[src/rtl/instr_fetch_unit.sv]
// Instruction fetch unit: holds the PC, issues one word fetch at a time, and buffers
// returned words in a 2-entry FIFO for the decoder. Taken redirects flush and re-steer.
module instr_fetch_unit #(
  parameter int unsigned       ADDR_W   = 32,
  parameter logic [ADDR_W-1:0] RESET_PC = '0
) (
  input  logic              clk,
  input  logic              reset_n,
  output logic              imem_req,
  output logic [ADDR_W-1:0] imem_addr,
  input  logic              imem_gnt,
  input  logic              imem_rvalid,
  input  logic [31:0]       imem_rdata,
  output logic              instr_valid,
  input  logic              instr_ready,
  output logic [31:0]       instr,
  output logic [5:0]        opcode,
  output logic [ADDR_W-1:0] instr_pc,
  output logic [ADDR_W-1:0] pc_plus4,
  input  logic              redirect_valid,
  input  logic [ADDR_W-1:0] redirect_target,
  output logic              misalign_err
);

  typedef enum logic [1:0] {S_IDLE, S_REQ, S_WAIT} state_t;

  state_t            r_state;
  logic [ADDR_W-1:0] r_fetch_pc;
  logic [ADDR_W-1:0] r_req_pc;
  logic              r_discard;
  logic              r_misalign;
  logic [1:0]        r_count;
  logic [31:0]       r_head_instr;
  logic [ADDR_W-1:0] r_head_pc;
  logic [ADDR_W-1:0] r_head_pc4;
  logic [31:0]       r_tail_instr;
  logic [ADDR_W-1:0] r_tail_pc;

  logic              w_pop;
  logic              w_push;
  logic [1:0]        w_count_after;
  logic [ADDR_W-1:0] w_redirect_pc;
  logic [ADDR_W-1:0] w_req_pc4;
  logic [ADDR_W-1:0] w_tail_pc4;

  assign w_pop         = instr_valid && instr_ready;
  // A response is kept only when it belongs to the current stream and no redirect lands with it.
  assign w_push        = (r_state == S_WAIT) && imem_rvalid && !r_discard && !redirect_valid;
  assign w_count_after = r_count + {1'b0, w_push} - {1'b0, w_pop};
  assign w_redirect_pc = {redirect_target[ADDR_W-1:2], 2'b00};
  assign w_req_pc4     = r_req_pc + ADDR_W'(4);
  assign w_tail_pc4    = r_tail_pc + ADDR_W'(4);

  // Fetch control: PC, request FSM, discard flag for a stale outstanding response.
  always_ff @(posedge clk or negedge reset_n) begin
    if (!reset_n) begin
      r_state    <= S_IDLE;
      r_fetch_pc <= RESET_PC;
      r_req_pc   <= RESET_PC;
      r_discard  <= 1'b0;
      r_misalign <= 1'b0;
    end else begin
      // NOTE: state registers use non-blocking assignment so every read in this block sees pre-edge values.
      r_misalign <= redirect_valid && (redirect_target[1:0] != 2'b00);
      if (redirect_valid) begin
        r_fetch_pc <= w_redirect_pc;
        case (r_state)
          S_IDLE: r_state <= S_REQ;
          S_REQ: begin
            if (imem_gnt) begin
              r_state   <= S_WAIT;
              r_discard <= 1'b1;
            end
          end
          S_WAIT: begin
            if (imem_rvalid) begin
              r_state   <= S_REQ;
              r_discard <= 1'b0;
            end else begin
              r_discard <= 1'b1;
            end
          end
          default: r_state <= S_IDLE;
        endcase
      end else begin
        case (r_state)
          S_IDLE: begin
            if (w_count_after < 2'd2) r_state <= S_REQ;
          end
          S_REQ: begin
            if (imem_gnt) begin
              r_state    <= S_WAIT;
              r_req_pc   <= r_fetch_pc;
              r_fetch_pc <= r_fetch_pc + ADDR_W'(4);
            end
          end
          S_WAIT: begin
            if (imem_rvalid) begin
              r_discard <= 1'b0;
              r_state   <= (w_count_after < 2'd2) ? S_REQ : S_IDLE;
            end
          end
          default: r_state <= S_IDLE;
        endcase
      end
    end
  end

  // Two-entry FIFO kept as head/tail registers so the decoder sees registered outputs.
  always_ff @(posedge clk or negedge reset_n) begin
    if (!reset_n) begin
      // NOTE: the storage is reset as well, so instr/instr_pc/pc_plus4 read zero out of reset.
      r_count      <= 2'd0;
      r_head_instr <= '0;
      r_head_pc    <= '0;
      r_head_pc4   <= '0;
      r_tail_instr <= '0;
      r_tail_pc    <= '0;
    end else if (redirect_valid) begin
      r_count <= 2'd0;
    end else begin
      r_count <= w_count_after;
      case ({w_push, w_pop})
        2'b10: begin
          if (r_count == 2'd0) begin
            r_head_instr <= imem_rdata;
            r_head_pc    <= r_req_pc;
            r_head_pc4   <= w_req_pc4;
          end else begin
            r_tail_instr <= imem_rdata;
            r_tail_pc    <= r_req_pc;
          end
        end
        2'b01: begin
          if (r_count == 2'd2) begin
            r_head_instr <= r_tail_instr;
            r_head_pc    <= r_tail_pc;
            r_head_pc4   <= w_tail_pc4;
          end
        end
        2'b11: begin
          if (r_count == 2'd2) begin
            r_head_instr <= r_tail_instr;
            r_head_pc    <= r_tail_pc;
            r_head_pc4   <= w_tail_pc4;
            r_tail_instr <= imem_rdata;
            r_tail_pc    <= r_req_pc;
          end else begin
            r_head_instr <= imem_rdata;
            r_head_pc    <= r_req_pc;
            r_head_pc4   <= w_req_pc4;
          end
        end
        default: ;
      endcase
    end
  end

  assign imem_req     = (r_state == S_REQ);
  assign imem_addr    = r_fetch_pc;
  assign instr_valid  = (r_count != 2'd0);
  assign instr        = r_head_instr;
  assign opcode       = r_head_instr[31:26];
  assign instr_pc     = r_head_pc;
  assign pc_plus4     = r_head_pc4;
  assign misalign_err = r_misalign;

endmodule

[config.mk]
export PLATFORM = sky130hd
export DESIGN_NAME = instr_fetch_unit
export DESIGN_NICKNAME = d
export VERILOG_FILES = /design/src/rtl/instr_fetch_unit.sv
export SDC_FILE = /design/constraint.sdc
export NUM_CORES = 1
export LEC_CHECK = 0
export BUFFER_PORTS_ARGS = -buffer_cell sky130_fd_sc_hd__buf_2
export CORE_MARGIN = 4
export CORE_UTILIZATION = 60
export DETAILED_ROUTE_END_ITERATION = 8
export PLACE_DENSITY = 0.87
export SLEW_MARGIN = 25
export SYNTH_ARGS = -nofsm -noshare
export SYNTH_HDL_FRONTEND = slang
export SYNTH_SLANG_ARGS = --single-unit
export TNS_END_PERCENT = 1
[constraint.sdc]
create_clock -name clk -period 4.4 [get_ports clk]
set_input_delay 0.44 -clock clk [delete_from_list [all_inputs] [get_ports clk]]
set_output_delay 0.44 -clock clk [all_outputs]
set_load 0.01 [all_outputs]
==> results.yml, run 1 <==
logic_synthesis:
  netlist_area_um2: 10830
  synth_cell_type_count: 49
  yosys_warnings: 0
  synth_edf_count: 0
  syn-instance-count: 1058
  synthTopCellsByArea: "dfrtp_1 (51%), mux2_2 (9.0%), a221oi_1 (5.7%)"
  ys_seq_area_frac: 0.5107
  synth_ff_type: "dfrtp_1"
  netlist.area_leader.share: 0.5107
  yosys.area.top_type: "dfrtp_1"
  synthArstFlopShare: 1.000
  ys_ff_latch: 221
  syn_avg_cell_area_um2: 10.24
finish:
  fin_area_um2: 12790
  final_cell_mix: "dfrtp_1 (221), buf_2 (203), nor2_1 (165)"
  num_antenna_cells: 0
  drive_above_1_share: 0.2857
  nets: 1304
  mostFrequentLayoutCell: "dfrtp_1"
  area_delta_synth_final_pct: 18.08
  n_fill_cell: 1224
placement:
  dpl.hpwl_um: 19440
  gp_congestion: 0.9356
  post_dp_cell_area_um2: 11950
  port_buffers: 204
grt:
  grt_pass1_wl_um: 45890
  grtUsageTotal: 0.2767
  first_global_vias: 8813
  grt_antenna_before_repair: 0
  grt_max_degree: 136
  overflow: 0
clock_tree:
  clkSinkCount: 221
  clock_path_buffers: 3
  clk_pin_slew_ns: 0.06
  clk_latency_ns: 0.52
  cts_root_buffer: "clkbuf_16"
  cts_max_level: 1
  cts_tree: "yes"
  cts_buffers: 24
  cts_resized: 0
sta:
  worst_pin_slew_ns: 1.094
  fin_crit_ns: 3.317
  setup_viol: 0
  rsz0062_at_grt: "no"
  timing.final.crit_share: 0.7538
  report.final.slew_viol_count: 0
  fin_tns_setup_ns: 0
  slew_headroom: 0.2636
  fmax_mhz: 301.5
  hold_violations: 0
  skew_ns: 0.01563
worst_setup_path:
  max_stage_delay_ns: 0.61
  path_cells: "inv_1 > ha_1 > nand2_1 > or3_1 > ha_1 > nor4_1 > a21o_2 > nand2_1 > a21oi_1 > a221o_1"
  path_buf_inv: 1
  r2r_slack_ns: 1.08
  worst_path_max_delay_cell: "a21o_2"
  cp_top_family: "simple AND/OR/NAND/NOR gates"
  criticalPathCategory: "reg -> reg"
  endpoint_kind: "flop"
  cp.required_ns: 4.85
  critPathMaxFanout: 29
  cp-start-kind: "flop"
  cp.arrival_ns: 3.77
detailed_routing:
  highest_layer: "met4"
  antenna_left: 0
  via_count: 9133
  drtIter0Drc: 636
  drcViolationCount: 0
  wl_met3_um: 2833
  wl_met1_um: 11610
  wl_met2_um: 13030
  dr.pass1.iters: 5
  wire_per_inst_um: 19.30
  viasPerCell: 6.238
  routed_wl_um: 28260
floorplanning:
  rows: 48
  fp.dieW_um: 142.3
  io_pins: 207
  die_h_um: 142.3
  start_util: 0.6196
  core-area_um2: 17480
  dieArea_um2: 20260
pwr:
  p_clk_frac: 0.253
  intPower_w: 0.004991
  powerDensity_nw_per_um2: 622.2
  power_frac_comb: 0.337
  p_leak_nw: 5.900
  p_sw_w: 0.002966
  ir_drop_mv: 0.3782
  p_sw_frac: 0.3728
  p_seq_frac: 0.409
outcome:
  status: "finished clean"
hold_path:
  min_path_type: "in -> reg"
flow_run:
  max-cap-violations: 0
[layer usage]
metal,up-vias,GRT usage
met2,546,0.4412
met1,4399,0.3990
met4,0,0.08154
met5,-,0
met3,77,0.04099
li1,4111,-
[registers in the layout (all words and copies together) (netlist names)]
| signal | count |
|---|---|
| r_tail_pc | 30 |
| pc_plus4 | 30 |
| r_tail_instr | 32 |
| r_count | 2 |
| instr | 32 |
| r_discard | 1 |
| r_state | 2 |
| imem_addr | 30 |
| r_req_pc | 30 |
| misalign_err | 1 |
| instr_pc | 31 |
[power by group through the flow]
stage          logic [W]  clock network [W]  registers, W
5_1_grt          0.00298            0.00213       0.00333
3_5_place_dp     0.00268                  0       0.00327
3_3_place_gp     0.00257                  0       0.00323
4_1_cts          0.00270            0.00204       0.00324
6_report         0.00268            0.00202       0.00326
2_1_floorplan    0.00155                  0       0.00330
[per-stage QoR]
step / hold slack (ns) / total power, W / util / setup slack (ns) / cells
final: 0.1257 / 0.007957 / 0.7317 / 1.083 / 1464
after global routing: 0.1262 / 0.008437 / 0.7317 / 0.8531 / 1464
after CTS: 0.1064 / 0.007983 / 0.7295 / 1.097 / 1462
after detailed placement: 0.4677 / 0.005946 / 0.6839 / 1.117 / 1419
after global placement: 0.4579 / 0.005795 / 0.6836 / 1.259 / 1419
after floorplan: 0.1444 / 0.004843 / - / 1.724 / 1059
[repair_timing]
action	in CTS	in global routing
hold endpoints to repair	0	57
setup buffers	0	0
hold buffers	0	1
[synth_stat cells (2+ instances only)]
master and count:
o21ai_0 50, nor3_1 18, buf_2 7, and3_1 17, dfrtp_1 221, nand4_1 24, nor2_1 165, mux2i_1 4
a221o_1 5, clkbuf_1 57, inv_1 18, and4_1 8, o221ai_1 7, xor2_1 32, xnor2_1 38, or4_1 6
and2_1 6, o21a_1 3, ha_1 12, o31a_1 3, a2bb2oi_1 2, nand2_1 77, a21oi_1 15, buf_1 8
or3_1 5, nor2b_1 4, nor4_1 12, nand3_1 41, mux2_2 87, a221oi_1 71, a31oi_1 5, buf_4 11
o31ai_1 3
[kinds of logic (layout without fill, tap and decap cells)]
family,Yosys count,in the layout,share of synthesized area
and+or+nand+nor,389,389,0.1671
DFF,221,221,0.5107
AOI/OAI and AO/OA,172,172,0.1155
buffers and inverters,101,281,0.03963
muxes,91,91,0.09417
xor gates and xnor gates,71,71,0.05869
adders and majority gates,12,12,0.01386
other,1,2,0.0003463
[worst reg2reg max path, stage by stage (launching register included)]
cell and delay [ns]:
dfrtp_1 0.40, inv_1 0.11, ha_1 0.20, nand2_1 0.08, or3_1 0.37, ha_1 0.24, nor4_1 0.53, a21o_2 0.61
nand2_1 0.39, a21oi_1 0.22, a221o_1 0.13
[path summary, 6_finish.rpt]
check | start | end | cells past startpoint
hold / removal | redirect_target[30] | imem_addr[30]$_DFFE_PN0P_ | 3
max in group asynchronous | reset_n | instr[31]$_DFFE_PN0P_ | 4
setup / recovery | r_state[0]$_DFFE_PN0P_ | pc_plus4[27]$_DFFE_PN0P_ | 10
hold reg to reg | instr_pc[14]$_DFFE_PN0P_ | instr_pc[14]$_DFFE_PN0P_ | 2
min in group asynchronous | reset_n | imem_addr[10]$_DFFE_PN0P_ | 2
setup reg to reg | r_state[0]$_DFFE_PN0P_ | pc_plus4[27]$_DFFE_PN0P_ | 10
[area by class of cell]
type	count	area, µm²	share of cell area
flip-flops and latches	221	5530	0.4325
multi-input cells	737	4900	0.3832
repair buffers	220	1211	0.09472
clock buffers	37	710.7	0.05558
well taps	225	281.5	0.02202
clock inverters	6	86.33	0.006751
inverters	18	67.56	0.005284
(Power assumes the default switching activity.)
==> run 2: changes to the inputs <==
--- a/config.mk
+++ b/config.mk
@@ -5,11 +5,12 @@
 export SDC_FILE = /design/constraint.sdc
 export NUM_CORES = 1
 export LEC_CHECK = 0
+export ABC_AREA = 1
 export BUFFER_PORTS_ARGS = -buffer_cell sky130_fd_sc_hd__buf_2
 export CORE_MARGIN = 4
-export CORE_UTILIZATION = 60
+export CORE_UTILIZATION = 57
 export DETAILED_ROUTE_END_ITERATION = 8
-export PLACE_DENSITY = 0.87
+export PLACE_DENSITY = 0.82
 export SLEW_MARGIN = 25
 export SYNTH_ARGS = -nofsm -noshare
 export SYNTH_HDL_FRONTEND = slang
==> constraint.sdc (replaced) <==
create_clock -name clk -period 3.4 [get_ports clk]
set_input_delay 0.34 -clock clk [delete_from_list [all_inputs] [get_ports clk]]
set_output_delay 0.34 -clock clk [all_outputs]
set_load 0.01 [all_outputs]
==> run 2 against run 1 <==
Against the previous run:
- clock-buffer cell count shrank 2
- critical path depth is 2 higher
- flip-flop and latch count is the same
- sequential share of layout area decreased by 4.1 points
- largest cell class unchanged
==> results.yml, run 2 <==
worst_setup_path:
  cp.required_ns: 3.81
  critPathMaxFanout: 47
  worst_path_max_delay_cell: "buf_4"
  criticalPathCategory: "reg -> reg"
  max_stage_delay_ns: 0.59
  endpoint_kind: "flop"
  cp.arrival_ns: 3.35
  worstSetupStartpoint: "r_state[0]$_DFFE_PN0P_"
  cp-start-kind: "flop"
  reg2reg_from: "r_state[0]$_DFFE_PN0P_"
  path_cells: "inv_1 > ha_1 > nand2_1 > nor3_1 > ha_1 > inv_1 > nor2_2 > nor2_4 > buf_4 > o221ai_1 > o21ai_0 > inv_1"
  path_common_cell: "inv_1"
sta:
  fin_crit_ns: 2.935
  hold_violations: 0
  timing.final.crit_share: 0.8631
  worst_pin_slew_ns: 1.038
  skew_ns: 0.01258
  slew_headroom: 0.3052
  fin_tns_setup_ns: 0
  fmax_mhz: 340.8
  report.final.slew_viol_count: 0
  setup_viol: 0
  rsz0062_at_grt: "no"
grt:
  grtUsageTotal: 0.2977
  grt_antenna_before_repair: 0
  grt_pass1_wl_um: 57620
  grt_max_degree: 111
  first_global_vias: 10980
  overflow: 0
finish:
  final_cell_mix: "nand2_1 (465), inv_1 (223), dfrtp_1 (221)"
  mostFrequentLayoutCell: "nand2_1"
  area_delta_synth_final_pct: 16.82
  nets: 1867
  instances_no_fill: 2076
  num_antenna_cells: 0
  drive_above_1_share: 0.1621
detailed_routing:
  via_count: 11560
  routed_wl_um: 35330
  drcViolationCount: 0
  antenna_left: 0
  wire_per_inst_um: 17.02
  viasPerCell: 5.568
  drtIter0Drc: 1044
  dr.pass1.iters: 7
logic_synthesis:
  yosys_warnings: 0
  ys_seq_area_frac: 0.4573
  synthArstFlopShare: 1.000
  synth_cell_type_count: 41
  synth_edf_count: 0
  netlist.area_leader.share: 0.4573
  ys_ff_latch: 221
  netlist_area_um2: 12090
  yosys-top-cells-count: "nand2_1 (465), inv_1 (223), dfrtp_1 (221), o21ai_0 (176), nor2_1 (99)"
  yosysMostFrequentCell: "nand2_1"
  synthTopCellsByArea: "dfrtp_1 (46%), nand2_1 (14%), o21ai_0 (7.3%)"
  syn_avg_cell_area_um2: 7.493
  synth_ff_type: "dfrtp_1"
  syn-instance-count: 1614
  yosys.area.top_type: "dfrtp_1"
pwr:
  ir_drop_mv: 0.4369
  p_leak_nw: 6.823
  power_w: 0.01059
  powerDensity_nw_per_um2: 749.5
floorplanning:
  rows: 53
  core-area_um2: 20960
  fp.dieW_um: 153.7
  dieArea_um2: 23610
  io_pins: 207
  start_util: 0.5771
  die_h_um: 153.7
clock_tree:
  cts_resized: 0
  cts_buffers: 24
  cts_setup_buffers: 0
  hold_buffers: 1
  cts_max_level: 1
  cts_root_buffer: "clkbuf_16"
  clkSinkCount: 221
  clk_pin_slew_ns: 0.06
  clock_path_buffers: 3
  clk_latency_ns: 0.53
  cts_tree: "yes"
hold_path:
  min_path_type: "in -> reg"
  worstHoldStart: "redirect_target[8]"
outcome:
  status: "finished clean"
flow_run:
  max-cap-violations: 0
placement:
  dpl.hpwl_um: 26020
  port_buffers: 204
  gp_congestion: 0.9530
  placedCellCount: 2033
-- run 2: changes by cell type after synthesis, sizes merged, moves of 55 or more --
cell	change
mux2	-87
nand3	+58
inv	+213
o21ai	+166
nand2	+390
a221oi	-71
nor2	-55
-- run 2: layout make-up --
cell class                 instances  area (µm²)
tap                              275       344.1
multi-input combinational       1084        5293
clock inverter                     7       148.9
fill                            1790        6827
clock buffer                      35       691.9
inverter                         231       869.6
timing repair buffer             223        1251
sequential                       221        5530
-- run 2: critical path: cells and delay by family (launching register included) --
family                     cells  cell delay, ns
AOI/OAI and AO/OA              2            0.34
buffers and inverters          4            0.85
DFF                            1            0.37
adders and majority gates      2            0.49
and+or+nand+nor                4            0.74
-- run 2: per-layer routing --
metal	up-vias	track usage	share of wire
met5	-	0	0
met4	0	0.08789	0.033
met3	81	0.04672	0.087
met2	537	0.4600	0.44
met1	5380	0.4387	0.44
li1	5562	-	-
-- run 2: logic make-up (layout without fill, tap and decap cells) --
logic type	count (synthesis)	after routing	share of synthesized area
and+or+nand+nor	731	731	0.2553
xor gates and xnor gates	21	21	0.01521
buffers and inverters	310	496	0.1065
other	1	2	0.0003101
adders and majority gates	12	12	0.01241
AOI/OAI and AO/OA	318	318	0.1530
DFF	221	221	0.4573
-- run 2: final timing paths --
| check | end | slack (ns) | cells after the start |
|---|---|---|---|
| hold reg to reg | pc_plus4[14]$_DFFE_PN0P_ | 0.47 | 2 |
| min in group asynchronous | pc_plus4[27]$_DFFE_PN0P_ | 0.24 | 2 |
| hold / removal | imem_addr[8]$_DFFE_PN0P_ | 0.03 | 3 |
| setup reg to reg | instr_pc[19]$_DFFE_PN0P_ | 0.47 | 12 |
| max in group asynchronous | r_tail_instr[3]$_DFFE_PN0P_ | 2.31 | 3 |
| setup / recovery | instr_pc[19]$_DFFE_PN0P_ | 0.47 | 12 |
-- run 2: stage by stage --
stage	area, µm²	util	setup slack, ns	hold WS [ns]
after floorplan	12100	-	1.113	0.04441
after global placement	13280	0.6336	0.6113	0.1934
after detailed placement	13280	0.6336	0.4522	0.1938
after CTS	14130	0.6742	0.4561	0.01589
after global routing	14130	0.6742	0.1447	0.04095
final	14130	0.6742	0.4654	0.02787
-- run 2: power by group --
group,switching [W],internal [W]
Combinational,0.00228,0.00125
Clock,0.00108,0.00171
Sequential,0.000769,0.00349
Total,0.00413,0.00646
